**config.mk**
```make
export PLATFORM = sky130hd
export DESIGN_NAME = btb_assoc
export DESIGN_NICKNAME = d
export VERILOG_FILES = /design/src/rtl/btb_assoc.sv
export SDC_FILE = /design/constraint.sdc
export NUM_CORES = 2
export LEC_CHECK = 0
export CORE_MARGIN = 2
export CORE_UTILIZATION = 60
export CTS_CLUSTER_DIAMETER = 150
export DETAILED_ROUTE_END_ITERATION = 12
export GPL_TIMING_DRIVEN = 0
export PLACE_DENSITY = 0.81
export REMOVE_ABC_BUFFERS = 1
export SYNTH_ARGS = -nofsm -noshare
export SYNTH_HDL_FRONTEND = slang
export SYNTH_SLANG_ARGS = --single-unit
```
**constraint.sdc**
```tcl
create_clock -name clk -period 10.05 [get_ports clk]
set_clock_uncertainty 0.2 [all_clocks]
set_input_delay 1.005 -clock clk [delete_from_list [all_inputs] [get_ports clk]]
set_output_delay 1.005 -clock clk [all_outputs]
set_load 0.01 [all_outputs]
```
**src/rtl/btb_assoc.sv**
```systemverilog
// Set-associative branch target buffer with true-LRU replacement, per-entry
// saturating direction counters and saturating lookup/hit statistics.
module btb_assoc #(
  parameter int unsigned WAYS       = 2,
  parameter int unsigned SETS       = 16,
  parameter int unsigned ADDR_WIDTH = 16,
  parameter int unsigned CTR_BITS   = 2,
  parameter int unsigned STAT_WIDTH = 16
) (
  input  logic                  clk,
  input  logic                  rst_n,
  input  logic                  lookup_valid,
  input  logic [ADDR_WIDTH-1:0] lookup_pc,
  output logic                  pred_hit,
  output logic [ADDR_WIDTH-1:0] pred_target,
  output logic                  pred_taken,
  input  logic                  wb_valid,
  input  logic [ADDR_WIDTH-1:0] wb_pc,
  input  logic                  wb_taken,
  input  logic [ADDR_WIDTH-1:0] wb_target,
  input  logic                  invalidate,
  output logic [STAT_WIDTH-1:0] stat_lookups,
  output logic [STAT_WIDTH-1:0] stat_hits
);

  localparam int unsigned IDX_BITS = $clog2(SETS);
  localparam int unsigned TAG_W    = ADDR_WIDTH - IDX_BITS - 1;
  localparam int unsigned AGE_W    = (WAYS > 1) ? $clog2(WAYS) : 1;
  localparam logic [CTR_BITS-1:0] CTR_MAX  = '1;
  localparam logic [CTR_BITS-1:0] CTR_WEAK = CTR_BITS'(1 << (CTR_BITS - 1));
  localparam logic [AGE_W-1:0]    AGE_LRU  = AGE_W'(WAYS - 1);

  logic                  valid_q  [SETS][WAYS];
  logic [TAG_W-1:0]      tag_q    [SETS][WAYS];
  logic [ADDR_WIDTH-1:0] target_q [SETS][WAYS];
  logic [CTR_BITS-1:0]   ctr_q    [SETS][WAYS];
  logic [AGE_W-1:0]      age_q    [SETS][WAYS];

  logic [IDX_BITS-1:0] lk_idx, wb_idx;
  logic [TAG_W-1:0]    lk_tag, wb_tag;
  logic                unused_pc_lsbs;

  assign lk_idx = lookup_pc[IDX_BITS:1];
  assign lk_tag = lookup_pc[ADDR_WIDTH-1:IDX_BITS+1];
  assign wb_idx = wb_pc[IDX_BITS:1];
  assign wb_tag = wb_pc[ADDR_WIDTH-1:IDX_BITS+1];
  assign unused_pc_lsbs = lookup_pc[0] ^ wb_pc[0];

  // Fetch-side lookup; the lowest matching way wins.
  logic lk_msb;
  always_comb begin
    pred_hit    = 1'b0;
    pred_target = '0;
    lk_msb      = 1'b0;
    for (int unsigned w = 0; w < WAYS; w++) begin
      if (!pred_hit && valid_q[lk_idx][w] && tag_q[lk_idx][w] == lk_tag) begin
        pred_hit    = 1'b1;
        pred_target = target_q[lk_idx][w];
        lk_msb      = ctr_q[lk_idx][w][CTR_BITS-1];
      end
    end
  end
  assign pred_taken = pred_hit & lk_msb;

  // Writeback-side way selection: hit way, or victim for allocation.
  logic             wb_hit, inv_found;
  logic [AGE_W-1:0] hit_way, victim_way, touch_way, touch_age;
  always_comb begin
    wb_hit     = 1'b0;
    hit_way    = '0;
    inv_found  = 1'b0;
    victim_way = '0;
    for (int unsigned w = 0; w < WAYS; w++) begin
      if (!wb_hit && valid_q[wb_idx][w] && tag_q[wb_idx][w] == wb_tag) begin
        wb_hit  = 1'b1;
        hit_way = AGE_W'(w);
      end
      if (!inv_found && !valid_q[wb_idx][w]) begin
        inv_found  = 1'b1;
        victim_way = AGE_W'(w);
      end
    end
    if (!inv_found) begin
      for (int unsigned w = 0; w < WAYS; w++) begin
        if (age_q[wb_idx][w] == AGE_LRU) victim_way = AGE_W'(w);
      end
    end
    touch_way = wb_hit ? hit_way : victim_way;
    touch_age = age_q[wb_idx][touch_way];
  end

  always_ff @(posedge clk or negedge rst_n) begin
    if (!rst_n) begin
      for (int unsigned s = 0; s < SETS; s++) begin
        for (int unsigned w = 0; w < WAYS; w++) begin
          valid_q[s][w]  <= 1'b0;
          tag_q[s][w]    <= '0;
          target_q[s][w] <= '0;
          ctr_q[s][w]    <= '0;
          age_q[s][w]    <= AGE_W'(w);
        end
      end
      stat_lookups <= '0;
      stat_hits    <= '0;
    end else begin
      if (lookup_valid && stat_lookups != '1)
        stat_lookups <= stat_lookups + STAT_WIDTH'(1);
      if (lookup_valid && pred_hit && stat_hits != '1)
        stat_hits <= stat_hits + STAT_WIDTH'(1);

      if (invalidate) begin
        for (int unsigned s = 0; s < SETS; s++)
          for (int unsigned w = 0; w < WAYS; w++)
            valid_q[s][w] <= 1'b0;
      end else if (wb_valid && (wb_hit || wb_taken)) begin
        if (wb_hit) begin
          if (wb_taken) begin
            target_q[wb_idx][hit_way] <= wb_target;
            if (ctr_q[wb_idx][hit_way] != CTR_MAX)
              ctr_q[wb_idx][hit_way] <= ctr_q[wb_idx][hit_way] + CTR_BITS'(1);
          end else if (ctr_q[wb_idx][hit_way] != '0) begin
            ctr_q[wb_idx][hit_way] <= ctr_q[wb_idx][hit_way] - CTR_BITS'(1);
          end
        end else begin
          valid_q[wb_idx][victim_way]  <= 1'b1;
          tag_q[wb_idx][victim_way]    <= wb_tag;
          target_q[wb_idx][victim_way] <= wb_target;
          ctr_q[wb_idx][victim_way]    <= CTR_WEAK;
        end
        // Younger ways shift one step older so ages stay a permutation.
        for (int unsigned w = 0; w < WAYS; w++) begin
          if (AGE_W'(w) == touch_way)
            age_q[wb_idx][w] <= '0;
          else if (age_q[wb_idx][w] < touch_age)
            age_q[wb_idx][w] <= age_q[wb_idx][w] + AGE_W'(1);
        end
      end
    end
  end

endmodule
```
==> results.md <==
* Post-Synthesis Cells at 3,536
* Detailed Route Iter0 Violations at 3,081
* # Post-CTS Setup Buffers at 0
* Initial Utilization at 60.5%
* Final GP Congestion at 0.883
* Max_slew headroom at 0.649%
* Fin. max-slew vios at 0
* Startpoint types: primary input
* Kind of critical path: in -> reg
* Overflow after GRT at 0
* Post-Layout Cell Count at 4,696
* Inserted Clock Buffers at 105
* Largest net degree at the start of global routing at 166
* Final core area utilization at 66.7%
* Worst setup EP type: flip-flop
* HPWL after detailed placement at 77,100 µm
* Seq/Total Area, Yosys at 49.9%
* Area Overhead vs Synth at 10.3%
* Max H-tree Level at 3
* RSZ-0062 raised after global routing: no
* Dominant cells by area after synthesis: dfrtp_1 (49%), mux2_2 (17%), mux4_2 (16%), mux2_1 (2.2%), mux2i_1 (2.0%)
* Total GRT Usage at 30.5%
* Clock network power share at 41.8%
* Post-synth EDFFs at 0
* # port buffers at 101
* Worst Path Arrival at 7.94 ns
* Post-CTS Hold Buffers at 0
* # nets final at 3,527
* DR vias/cell at 6.79
* Synth cell types at 79
* First-pass GRT wire length at 205,000 µm
* Slew @ Worst Pin at 1.48 ns
* Number of synthesized register bits at 1,024
* Die height at 297 µm
* Post-DRT Antenna Nets at 0
* Crit Path Max Fanout at 77
* Cell taking the most area after synthesis: dfrtp_1
* Top-area cell type share of the netlist area at 49.1%
* Failing checks: max-capacitance violations
* Syn Area/Cell at 14.5 µm²
* Max-Cap Viols at 1
* Ys async rst share at 100%
* Sequential power share at 47.7%
* CTS sink cnt at 1,024
* Die width at 297 µm
* Ys Warns at 0
* Die area at 0.0880 mm²
* Core Footprint at 0.0850 mm²
* Most used flip-flop cell after synthesis: dfrtp_1
* Post-layout worst setup margin at 2.52 ns
* Top Ports at 104
* PnR Total Power at 9.56 mW
* Final wirelength at 133,000 µm
* Insertion delay of the later-clocked pin in the worst-skew pair at 0.70 ns
* FP Rows at 107
* Cell Int Power at 7.25 mW
* Share of layout cells above drive strength 1 at 40.3%
* Worst slack at placement at 2.17 ns
* Per-cell routed wire length at 28.2 µm
* Clk root buf: clkbuf_16
* Pleak at 26.0 nW
* F_max at 0.133 GHz
* Switching Share at 24.2%
* Power share of the combinational group at 10.5%
* Setup violators final at 0
* Longest Clk Path Bufs at 3
* Vias in the first global route at 33,500
* DR DRC count at 0
* Min-delay worst type: in -> async
* CTS tree: done
* Final Cycle Share at 75.0%
* Via count at 31,900
* Setup_tns at 0 ns
* Synth Cell Area at 0.0514 mm²
* Initial antenna violation count at 2
* Placed Cells incl. Taps at 4,505
* Worst-path clk slew at 0.06 ns
* Final hold violation count at 0
* DRT Pass-1 Iters at 5
* PD cells at 169 mW/mm²
* Worst path required time at 10.45 ns
* Outcome: finished, violations left
* Max VDD drop at 0.000161 V
* Tmin final at 7.53 ns
* Sw power at 2.31 mW
* Post_cts resized at 0
flip-flops by register name (all words and copies together), names as in the netlist:
signal	flops
tag_q	352
stat_hits	16
stat_lookups	16
target_q	512
age_q	32
ctr_q	64
valid_q	32
per-stage QoR:
stage,instance area [µm²],hold slack (ns)
floorplan,49900,0.251
global placement,52400,0.268
detailed placement,53200,0.269
CTS,56700,0.0217
global route,56700,0.0453
finish,56700,0.0150
worst paths after layout:
| path | cells past startpoint | endpoint | slack (ns) | startpoint |
|---|---|---|---|---|
| max in group asynchronous | 3 | tag_q[22]$_DFFE_PN0P_ | 7.85 | rst_n |
| min | 1 | target_q[46]$_DFFE_PN0P_ | 0.02 | rst_n |
| max reg2reg | 13 | ctr_q[43]$_DFFE_PN0P_ | 4.29 | tag_q[18]$_DFFE_PN0P_ |
| min reg2reg | 1 | target_q[344]$_DFFE_PN0P_ | 0.29 | target_q[344]$_DFFE_PN0P_ |
| min in group clk | 1 | target_q[344]$_DFFE_PN0P_ | 0.29 | target_q[344]$_DFFE_PN0P_ |
| max | 15 | ctr_q[43]$_DFFE_PN0P_ | 2.52 | wb_pc[1] |
cells in the mapped netlist, types with 14 or more instances:
| master | n |
|---|---|
| a22oi_1 | 21 |
| xnor2_1 | 49 |
| nand3_1 | 89 |
| nor3_1 | 27 |
| a21oi_1 | 44 |
| mux4_2 | 365 |
| o2bb2ai_1 | 34 |
| nor2_1 | 67 |
| mux2_2 | 782 |
| o21ai_0 | 68 |
| nor2b_1 | 21 |
| buf_2 | 93 |
| mux2_1 | 102 |
| inv_1 | 63 |
| nand2_1 | 125 |
| mux2i_1 | 103 |
| xor2_1 | 15 |
| nand4_1 | 14 |
| nand3b_1 | 18 |
| nand2b_1 | 22 |
| clkbuf_1 | 148 |
| buf_4 | 30 |
| a22o_1 | 23 |
| dfrtp_1 | 1008 |
| dfstp_2 | 16 |
| buf_1 | 25 |
power by group through the flow:
stage          Clock, mW  Combinational (mW)  Sequential, mW
2_1_floorplan          0               0.574            4.57
3_3_place_gp           0                1.05            4.64
3_5_place_dp           0               0.997            4.62
4_1_cts             4.03                1.00            4.55
5_1_grt             4.20                1.08            4.59
6_report            4.00                1.00            4.56
area by class of cell:
class / instances / area (µm²)
fillers: 5633 / 28300
flip-flops and latches: 1024 / 25600
multi-input cells: 2139 / 24100
clock buffers: 157 / 3120
repair buffers: 135 / 1740
well taps: 1144 / 1430
clock inverters: 30 / 400
inverters: 64 / 240
diodes: 3 / 7.51
worst max-delay path: stages:
cell and delay [ns]:
buf_8 0.33, buf_16 0.45, and2_1 0.97, a22oi_1 0.28
and3b_1 0.27, nor4b_1 0.52, nand4_1 0.23, a2111oi_2 1.13
nor2_1 0.31, mux2_2 0.40, ha_1 0.34, and3_1 0.18
o21ai_1 1.07, nor2_1 0.13, a21oi_1 0.19
placed cells by master, fill, tap and decap left out, types with 9 or more instances in the layout:
master,n
nand2_4,9
nor3_1,18
a21oi_1,44
nand3b_1,18
nand4_1,14
nand2b_1,22
mux2_2,782
o2bb2ai_1,34
clkinv_2,15
dfstp_2,16
buf_16,21
clkbuf_8,25
a22o_1,23
and3_1,10
clkbuf_1,25
dfrtp_1,1008
o21ai_0,68
inv_1,63
mux2i_1,103
nand2_1,125
nand3_1,89
xor2_1,15
a22oi_1,21
nor3_2,9
mux2_1,102
nor2_4,11
xnor2_1,49
a211oi_1,12
clkbuf_16,107
nor2b_1,19
clkdlybuf4s50_1,86
mux4_2,365
nor2_1,66
logic make-up (layout without fill, tap and decap cells):
| family | count (synthesis) | count (layout) | synth area share [%] |
|---|---|---|---|
| DFF | 1024 | 1024 | 49.9 |
| xor gates and xnor gates | 64 | 64 | 1.09 |
| buffers and inverters | 373 | 386 | 3.36 |
| adders and majority gates | 4 | 4 | 0.0974 |
| other | 0 | 3 | 0 |
| muxes | 1352 | 1352 | 37.4 |
| and+or+nand+nor | 453 | 453 | 4.64 |
| AOI/OAI and AO/OA | 266 | 266 | 3.57 |
metal layers:
layer | vias to the layer above | track usage [%] | part of all wire, %
met1 | 17000 | 43.4 | 41
met3 | 291 | 7.26 | 9.4
met4 | 0 | 10.8 | 3.1
met2 | 1470 | 46.6 | 47
met5 | - | 0 | 0
li1 | 13100 | - | -
Note: power is estimated with default switching activity, not from simulation.
